==> src/rtl/fetch_unit_if.sv <==
// Bundle of controller strobes, memory bus and decode fields exchanged with fetch_unit.
// The controller/testbench side uses the master modport and fetch_unit uses the slave modport.
interface fetch_unit_if #(
   parameter int PC_W  = 8,
   parameter int IW    = 16,
   parameter int CNT_W = 16
);
   logic             load_pc;
   logic             clear_pc;
   logic             load_ir;
   logic             load_addr;
   logic             sel_addr;
   logic [IW-1:0]    mem_rdata;
   logic [IW-1:0]    datapath_out;
   logic [PC_W-1:0]  mem_addr;
   logic [PC_W-1:0]  pc;
   logic [IW-1:0]    ir;
   logic             ir_valid;
   logic [2:0]       opcode;
   logic [1:0]       ALU_op;
   logic [2:0]       rn;
   logic [2:0]       rd;
   logic [2:0]       rm;
   logic [1:0]       shift_op;
   logic [IW-1:0]    sximm8;
   logic [IW-1:0]    sximm5;
   logic             halted;
   logic [CNT_W-1:0] instr_count;

   modport master (
      output load_pc, clear_pc, load_ir, load_addr, sel_addr, mem_rdata, datapath_out,
      input  mem_addr, pc, ir, ir_valid, opcode, ALU_op, rn, rd, rm, shift_op,
             sximm8, sximm5, halted, instr_count
   );

   modport slave (
      input  load_pc, clear_pc, load_ir, load_addr, sel_addr, mem_rdata, datapath_out,
      output mem_addr, pc, ir, ir_valid, opcode, ALU_op, rn, rd, rm, shift_op,
             sximm8, sximm5, halted, instr_count
   );
endinterface

==> src/rtl/fetch_unit.sv <==
// Fetch/decode stage: PC, data address register and IR, with a HALT-induced freeze.
// Define FETCH_INSTR_COUNT_EN to build the saturating retired-instruction counter.
module fetch_unit #(
   parameter int PC_W  = 8,
   parameter int IW    = 16,
   parameter int CNT_W = 16
) (
   input logic         clk,
   input logic         rst_n,
   fetch_unit_if.slave bus
);

   logic [PC_W-1:0] pc_q;
   logic [PC_W-1:0] dar_q;
   logic [IW-1:0]   ir_q;
   logic            ir_valid_q;
   logic            halted;
   logic            acc_pc;
   logic            acc_ir;
   logic            unused_dp_bits;

   // HALT is only meaningful once a real instruction has been captured
   assign halted = ir_valid_q & (ir_q[15:13] == 3'b111);
   assign acc_pc = bus.load_pc & ~halted;
   assign acc_ir = bus.load_ir & ~halted;

   assign unused_dp_bits = ^bus.datapath_out[IW-1:PC_W];

   always_ff @(posedge clk or negedge rst_n) begin
      if (!rst_n) begin
         pc_q       <= '0;
         ir_q       <= '0;
         ir_valid_q <= 1'b0;
      end else begin
         if (acc_pc) begin
            pc_q <= bus.clear_pc ? '0 : pc_q + PC_W'(1);
         end
         if (acc_ir) begin
            ir_q       <= bus.mem_rdata;
            ir_valid_q <= 1'b1;
         end
      end
   end

   // DAR keeps loading while halted so the datapath can still address data
   always_ff @(posedge clk or negedge rst_n) begin
      if (!rst_n) begin
         dar_q <= '0;
      end else if (bus.load_addr) begin
         dar_q <= bus.datapath_out[PC_W-1:0];
      end
   end

`ifdef FETCH_INSTR_COUNT_EN
   logic [CNT_W-1:0] count_q;

   always_ff @(posedge clk or negedge rst_n) begin
      if (!rst_n) begin
         count_q <= '0;
      end else if (acc_ir && (count_q != {CNT_W{1'b1}})) begin
         count_q <= count_q + CNT_W'(1);
      end
   end

   assign bus.instr_count = count_q;
`else
   assign bus.instr_count = '0;
`endif

   assign bus.mem_addr = bus.sel_addr ? pc_q : dar_q;
   assign bus.pc       = pc_q;
   assign bus.ir       = ir_q;
   assign bus.ir_valid = ir_valid_q;
   assign bus.halted   = halted;

   // Fixed-field decode of the 16-bit instruction word
   assign bus.opcode   = ir_q[15:13];
   assign bus.ALU_op   = ir_q[12:11];
   assign bus.rn       = ir_q[10:8];
   assign bus.rd       = ir_q[7:5];
   assign bus.shift_op = ir_q[4:3];
   assign bus.rm       = ir_q[2:0];
   assign bus.sximm8   = {{(IW-8){ir_q[7]}}, ir_q[7:0]};
   assign bus.sximm5   = {{(IW-5){ir_q[4]}}, ir_q[4:0]};

endmodule
==> src/flat_wrapper.sv <==
// flat-port wrapper written by rule: the top's interface ports become plain ports
module fetch_unit_flat 
#(
   parameter int PC_W  = 8,
   parameter int IW    = 16,
   parameter int CNT_W = 16
)
  (clk, rst_n, bus_load_pc, bus_clear_pc, bus_load_ir, bus_load_addr, bus_sel_addr, bus_mem_rdata, bus_datapath_out, bus_mem_addr, bus_pc, bus_ir, bus_ir_valid, bus_opcode, bus_ALU_op, bus_rn, bus_rd, bus_rm, bus_shift_op, bus_sximm8, bus_sximm5, bus_halted, bus_instr_count);
  fetch_unit_if #(.PC_W(PC_W), .IW(IW), .CNT_W(CNT_W)) bus_i ();
  input logic clk;
  input logic rst_n;
  input wire logic [$bits(bus_i.load_pc)-1:0] bus_load_pc;
  input wire logic [$bits(bus_i.clear_pc)-1:0] bus_clear_pc;
  input wire logic [$bits(bus_i.load_ir)-1:0] bus_load_ir;
  input wire logic [$bits(bus_i.load_addr)-1:0] bus_load_addr;
  input wire logic [$bits(bus_i.sel_addr)-1:0] bus_sel_addr;
  input wire logic [$bits(bus_i.mem_rdata)-1:0] bus_mem_rdata;
  input wire logic [$bits(bus_i.datapath_out)-1:0] bus_datapath_out;
  output wire logic [$bits(bus_i.mem_addr)-1:0] bus_mem_addr;
  output wire logic [$bits(bus_i.pc)-1:0] bus_pc;
  output wire logic [$bits(bus_i.ir)-1:0] bus_ir;
  output wire logic [$bits(bus_i.ir_valid)-1:0] bus_ir_valid;
  output wire logic [$bits(bus_i.opcode)-1:0] bus_opcode;
  output wire logic [$bits(bus_i.ALU_op)-1:0] bus_ALU_op;
  output wire logic [$bits(bus_i.rn)-1:0] bus_rn;
  output wire logic [$bits(bus_i.rd)-1:0] bus_rd;
  output wire logic [$bits(bus_i.rm)-1:0] bus_rm;
  output wire logic [$bits(bus_i.shift_op)-1:0] bus_shift_op;
  output wire logic [$bits(bus_i.sximm8)-1:0] bus_sximm8;
  output wire logic [$bits(bus_i.sximm5)-1:0] bus_sximm5;
  output wire logic [$bits(bus_i.halted)-1:0] bus_halted;
  output wire logic [$bits(bus_i.instr_count)-1:0] bus_instr_count;
  assign bus_i.load_pc = bus_load_pc;
  assign bus_i.clear_pc = bus_clear_pc;
  assign bus_i.load_ir = bus_load_ir;
  assign bus_i.load_addr = bus_load_addr;
  assign bus_i.sel_addr = bus_sel_addr;
  assign bus_i.mem_rdata = bus_mem_rdata;
  assign bus_i.datapath_out = bus_datapath_out;
  assign bus_mem_addr = bus_i.mem_addr;
  assign bus_pc = bus_i.pc;
  assign bus_ir = bus_i.ir;
  assign bus_ir_valid = bus_i.ir_valid;
  assign bus_opcode = bus_i.opcode;
  assign bus_ALU_op = bus_i.ALU_op;
  assign bus_rn = bus_i.rn;
  assign bus_rd = bus_i.rd;
  assign bus_rm = bus_i.rm;
  assign bus_shift_op = bus_i.shift_op;
  assign bus_sximm8 = bus_i.sximm8;
  assign bus_sximm5 = bus_i.sximm5;
  assign bus_halted = bus_i.halted;
  assign bus_instr_count = bus_i.instr_count;
  fetch_unit #(.PC_W(PC_W), .IW(IW), .CNT_W(CNT_W)) u_core (.clk(clk), .rst_n(rst_n), .bus(bus_i));
endmodule
==> config.mk <==
export PLATFORM = sky130hd
export DESIGN_NAME = fetch_unit_flat
export DESIGN_NICKNAME = d
export VERILOG_FILES = /design/src/rtl/fetch_unit_if.sv /design/src/rtl/fetch_unit.sv /design/src/flat_wrapper.sv
export SDC_FILE = /design/constraint.sdc
export NUM_CORES = 1
export LEC_CHECK = 0
export ABC_AREA = 1
export CORE_UTILIZATION = 33
export CTS_CLUSTER_SIZE = 40
export DETAILED_ROUTE_END_ITERATION = 12
export MAX_ROUTING_LAYER = met4
export PLACE_DENSITY = 0.78
export SETUP_SLACK_MARGIN = 0.15
export SLEW_MARGIN = 25
export SYNTH_ARGS = -nofsm -noshare
export SYNTH_HDL_FRONTEND = slang
export SYNTH_SLANG_ARGS = --single-unit
==> constraint.sdc <==
create_clock -name clk -period 1.2 [get_ports clk]
set_clock_uncertainty 0.15 [all_clocks]
set_input_delay 0.24 -clock clk [delete_from_list [all_inputs] [get_ports clk]]
set_output_delay 0.24 -clock clk [all_outputs]
set_load 0.02 [all_outputs]
Word-level counts from Yosys, hierarchy flattened
Cells that the tools add are included.
Widths: inputs -> output; s select.
{"block": "classes", "add_sub_neg": 1, "eq_ne": 1, "mux": 2, "bitwise": 4}
{"operator": "$mux 8", "count": 2}
{"operator": "$add 8x1->8 const B", "count": 1}
{"operator": "$and 1x1->1", "count": 3}
{"operator": "$eq 3x3->1 const B", "count": 1}
{"operator": "$not 1->1", "count": 1}
{"block": "word_totals", "ff_bits": 33, "inputBits": 39, "out_inout_bits": 98}

Longest topological paths before layout
{"block": "logic_depth", "word_depth": 4, "ltp_mapped": 7, "mapped_depth_nobuf": 6}

Worst setup path after synthesis
No wires, ideal clock.
{"block": "synth_path", "kind": "reg-to-reg", "from": "register u_core.ir_q[14] (netlist: u_core.bus.ir[14])", "to": "register u_core.ir_q[4] (netlist: u_core.bus.ir[4])", "arrival_ps": 1172, "setup_slack_ps": -241, "path_stages_with_launch": 7, "n_path_buf": 1, "synth_period_minus_slack_ps": 1441, "cell_sequence": "dfrtp_1 nand2_2 nor2_4 inv_4 buf_2 nand3_1 nand2_1"}
{"block": "synth_between", "elab_chain_len": 4}
{"element": "start, declared", "line_no": "fetch_unit.sv:15", "text": "logic [IW-1:0] ir_q;"}
{"element": "start signal, assigned", "line_no": "fetch_unit.sv:39", "text": "ir_q <= bus.mem_rdata;"}
{"element": "$eq 3x3->1", "line_no": "fetch_unit.sv:23", "text": "assign halted = ir_valid_q & (ir_q[15:13] == 3'b111);"}
{"element": "$and 1x1->1", "line_no": "fetch_unit.sv:23"}
{"element": "via bus_halted", "line_no": "flat_wrapper.sv:31", "text": "output wire logic [$bits(bus_i.halted)-1:0] bus_halted;"}
{"element": "$not 1->1", "line_no": "fetch_unit.sv:25", "text": "assign acc_ir = bus.load_ir & ~halted;"}
{"element": "$and 1x1->1", "line_no": "fetch_unit.sv:25"}
The timed path passes the listed nets, and every way through them passes these cells.
A chain may end at the register's enable or synchronous reset.

Final worst setup path
{"block": "layout_path", "from": "register u_core.ir_q[4] (netlist: u_core.bus.ir[4])", "to": "output bus_ir[4]"}
{"element": "end, declared", "line_no": "flat_wrapper.sv:21", "text": "output wire logic [$bits(bus_i.ir)-1:0] bus_ir;"}
No word-level cell between the ends.

==> flow_summary.ini <==
[run_status]
status = finished with violations
violations = negative setup slack

[clocking]
cts_tree = yes
cts.sinks = 33
cts_max_level = 2
cts_buffer_depth = 2
cts_made_buffers = 5
path_clk_slew_ns = 0.07
insertion_delay_ns = 0.28
clockRootBuffer = clkbuf_8

[floorplanning]
die_w_um = 80.74
core_area_mm2 = 0.005956
initial_core_util_pct = 34.35
die_area_mm2 = 0.006518
io_pins = 137
die_h_um = 80.74
rows = 28

[power_and_ir_drop]
cellLeakagePower_nw = 1.878
totalPowerFinal_mw = 4.097
p_per_area_mw_per_mm2 = 1063
vdd_drop_max_mv = 0.5618

[synth]
synth.cells.most_frequent = nand2_1 (69), buf_4 (65), dfrtp_1 (33)
synth_cell_types = 20
async_flop_share_pct = 100.0
synth_edf_count = 0
synth_area_mm2 = 0.002046
ys.flop_type = dfrtp_1
yosysMostFrequentCell = nand2_1
yosysTopAreaCell = dfrtp_1
synth_area_leaders = dfrtp_1 (40%), buf_4 (24%), nand2_1 (13%)
synth_top_area_share_pct = 40.37
netlist_instances = 256
ys_seq_elements = 33
syn_area_per_cell_um2 = 7.991
synth_seq_area_share_pct = 40.37
ys_warn_count = 0

[final_layout]
antennaDiodeCount = 0
finish.utilization_pct = 64.71
nNetsFinal = 418
area_delta_synth_final_pct = 88.38
layout-drive-gt1-share_pct = 58.05
fillCellCount = 472

[drt]
drt-pass1-iter-count = 4
antenna_left = 0
wl_per_cell_um = 13.80
viasPerCell = 4.504
drcViolationCount = 0
drt_iter0_drc = 103
vias = 2045
routed_wl_um = 6265

[critical_path]
worst-r2r-cell-count = 7
rrSetupSlack_ns = -0.18
required_ns = 0.81
start_kind = flip-flop
worstReg2RegEnd = u_core.bus.pc[5]$_DFFE_PN0P_
setup.worst_path.end_class = output pin
r2r_start = u_core.bus.ir[14]$_DFFE_PN0P_
crit_arrival_ns = 1.06
critical_path_class = reg -> out
crit_fanout = 8

[sta]
tns_ns = -14.01
finalCritPeriodShare_pct = 120.6
period_needed_ns = 1.447
rsz0062_at_grt = yes
hold_slack_ns = 0.2832
postLayoutSetupSlackWorst_ns = -0.2468
setup_viol = 107
drv_slew = 0
hold_viol = 0
fmax_ghz = 0.6912

[global_route]
antenna_found_initial = 0
grt.overflow.total = 0
grt_use_total_pct = 20.17
grt_start_max_net_pins = 34
grt_pass1_wl_um = 9563
grt_pass1_vias = 2005

[place]
hpwl_um = 3908
numPortBuffers = 112
gp_congestion = 0.7642

[min_path]
hold_class = in -> async

[run]
maxCapViolations = 0
## power by group
group	internal (mW)	leakage [nW]	switching (mW)
sequential	1.23	0.387	0.126
combinational	0.994	1.45	0.936
clock	0.412	0.0395	0.400
total	2.64	1.88	1.46
## layer usage
metal  vias to the layer above  track usage, %  wire length, µm
li1                        974               -                -
met1                       969           21.67             2331
met2                        90           36.86             3480
met3                        12           3.820              326
met4                         0           7.143              127
met5                         -               -                0
## repair_timing
item                                    CTS  global route
endpoints found under the setup margin  107           107
hold buffers                              1             0
buffers inserted                         10             4
pin swaps                                24            15
endpoints found under the hold margin    33             0
gates resized for setup                 493            77
gates cloned                              5             0
## how the worst max path moves through the flow
| stage | end | from | slack, ns | depth (start not counted) |
|---|---|---|---|---|
| after floorplan | u_core.bus.pc[5]$_DFFE_PN0P_ | u_core.bus.ir[15]$_DFFE_PN0P_ | -0.15 | 6 |
| after global placement | bus_mem_addr[3] | bus_sel_addr | -0.83 | 5 |
| after detailed placement | bus_mem_addr[3] | bus_sel_addr | -0.91 | 5 |
| after CTS | bus_sximm8[4] | u_core.bus.ir[4]$_DFFE_PN0P_ | -0.25 | 2 |
| after global routing | u_core.bus.pc[3]$_DFFE_PN0P_ | u_core.bus.ir[14]$_DFFE_PN0P_ | -0.29 | 7 |
| final | bus_ir[4] | u_core.bus.ir[4]$_DFFE_PN0P_ | -0.25 | 2 |
## layout make-up
cell class / count / area, µm² / area share (%)
Timing Repair Buffer: 168 / 1817 / 47.14
Inverter: 19 / 83.83 / 2.175
Timing Repair inverter: 1 / 11.26 / 0.2922
Clock buffer: 8 / 80.08 / 2.078
Sequential cell: 33 / 852.1 / 22.11
Tap cell: 75 / 93.84 / 2.435
Multi-Input combinational cell: 150 / 915.9 / 23.77
## critical path: stages (launching register included)
cell	delay [ns]
dfrtp_4	0.50
buf_8	0.15
buf_6	0.13
## registers in the layout, summed over array words and instances, names as in the netlist
register             count
u_core.bus.ir           16
u_core.bus.ir_valid      1
u_core.bus.pc            8
u_core.dar_q             8
## cells in the final DEF (no fill, tap or decap), drive strengths merged
cell type / synthesis / layout
nand3: 21 / 21
ha: 1 / 1
o21bai: 2 / 2
dlygate4sd3: 0 / 1
clkbuf: 1 / 8
nand2: 75 / 77
nand4: 5 / 5
buf: 70 / 138
conb: 1 / 16
bufbuf: 0 / 1
nand3b: 1 / 1
dfrtp: 33 / 33
o21ai: 20 / 20
nor2: 7 / 7
clkdlybuf4s50: 0 / 28
inv: 19 / 20
## logic make-up after synthesis
family / share of synthesized area, %
simple gates: 23.85
buf+inv: 29.36
flops: 40.37
compound gates: 5.626
fa+ha+maj: 0.6115
other cells: 0.1833
## metrics by stage
stage	instance area, µm²	instances	worst slack, ns
floorplan	2276	271	-0.1499
global placement	3206	426	-0.8279
detailed placement	3206	426	-0.9079
CTS	3577	450	-0.2493
global route	3854	454	-0.2873
finish	3854	454	-0.2468
Note: power is estimated with default switching activity, not from simulation.
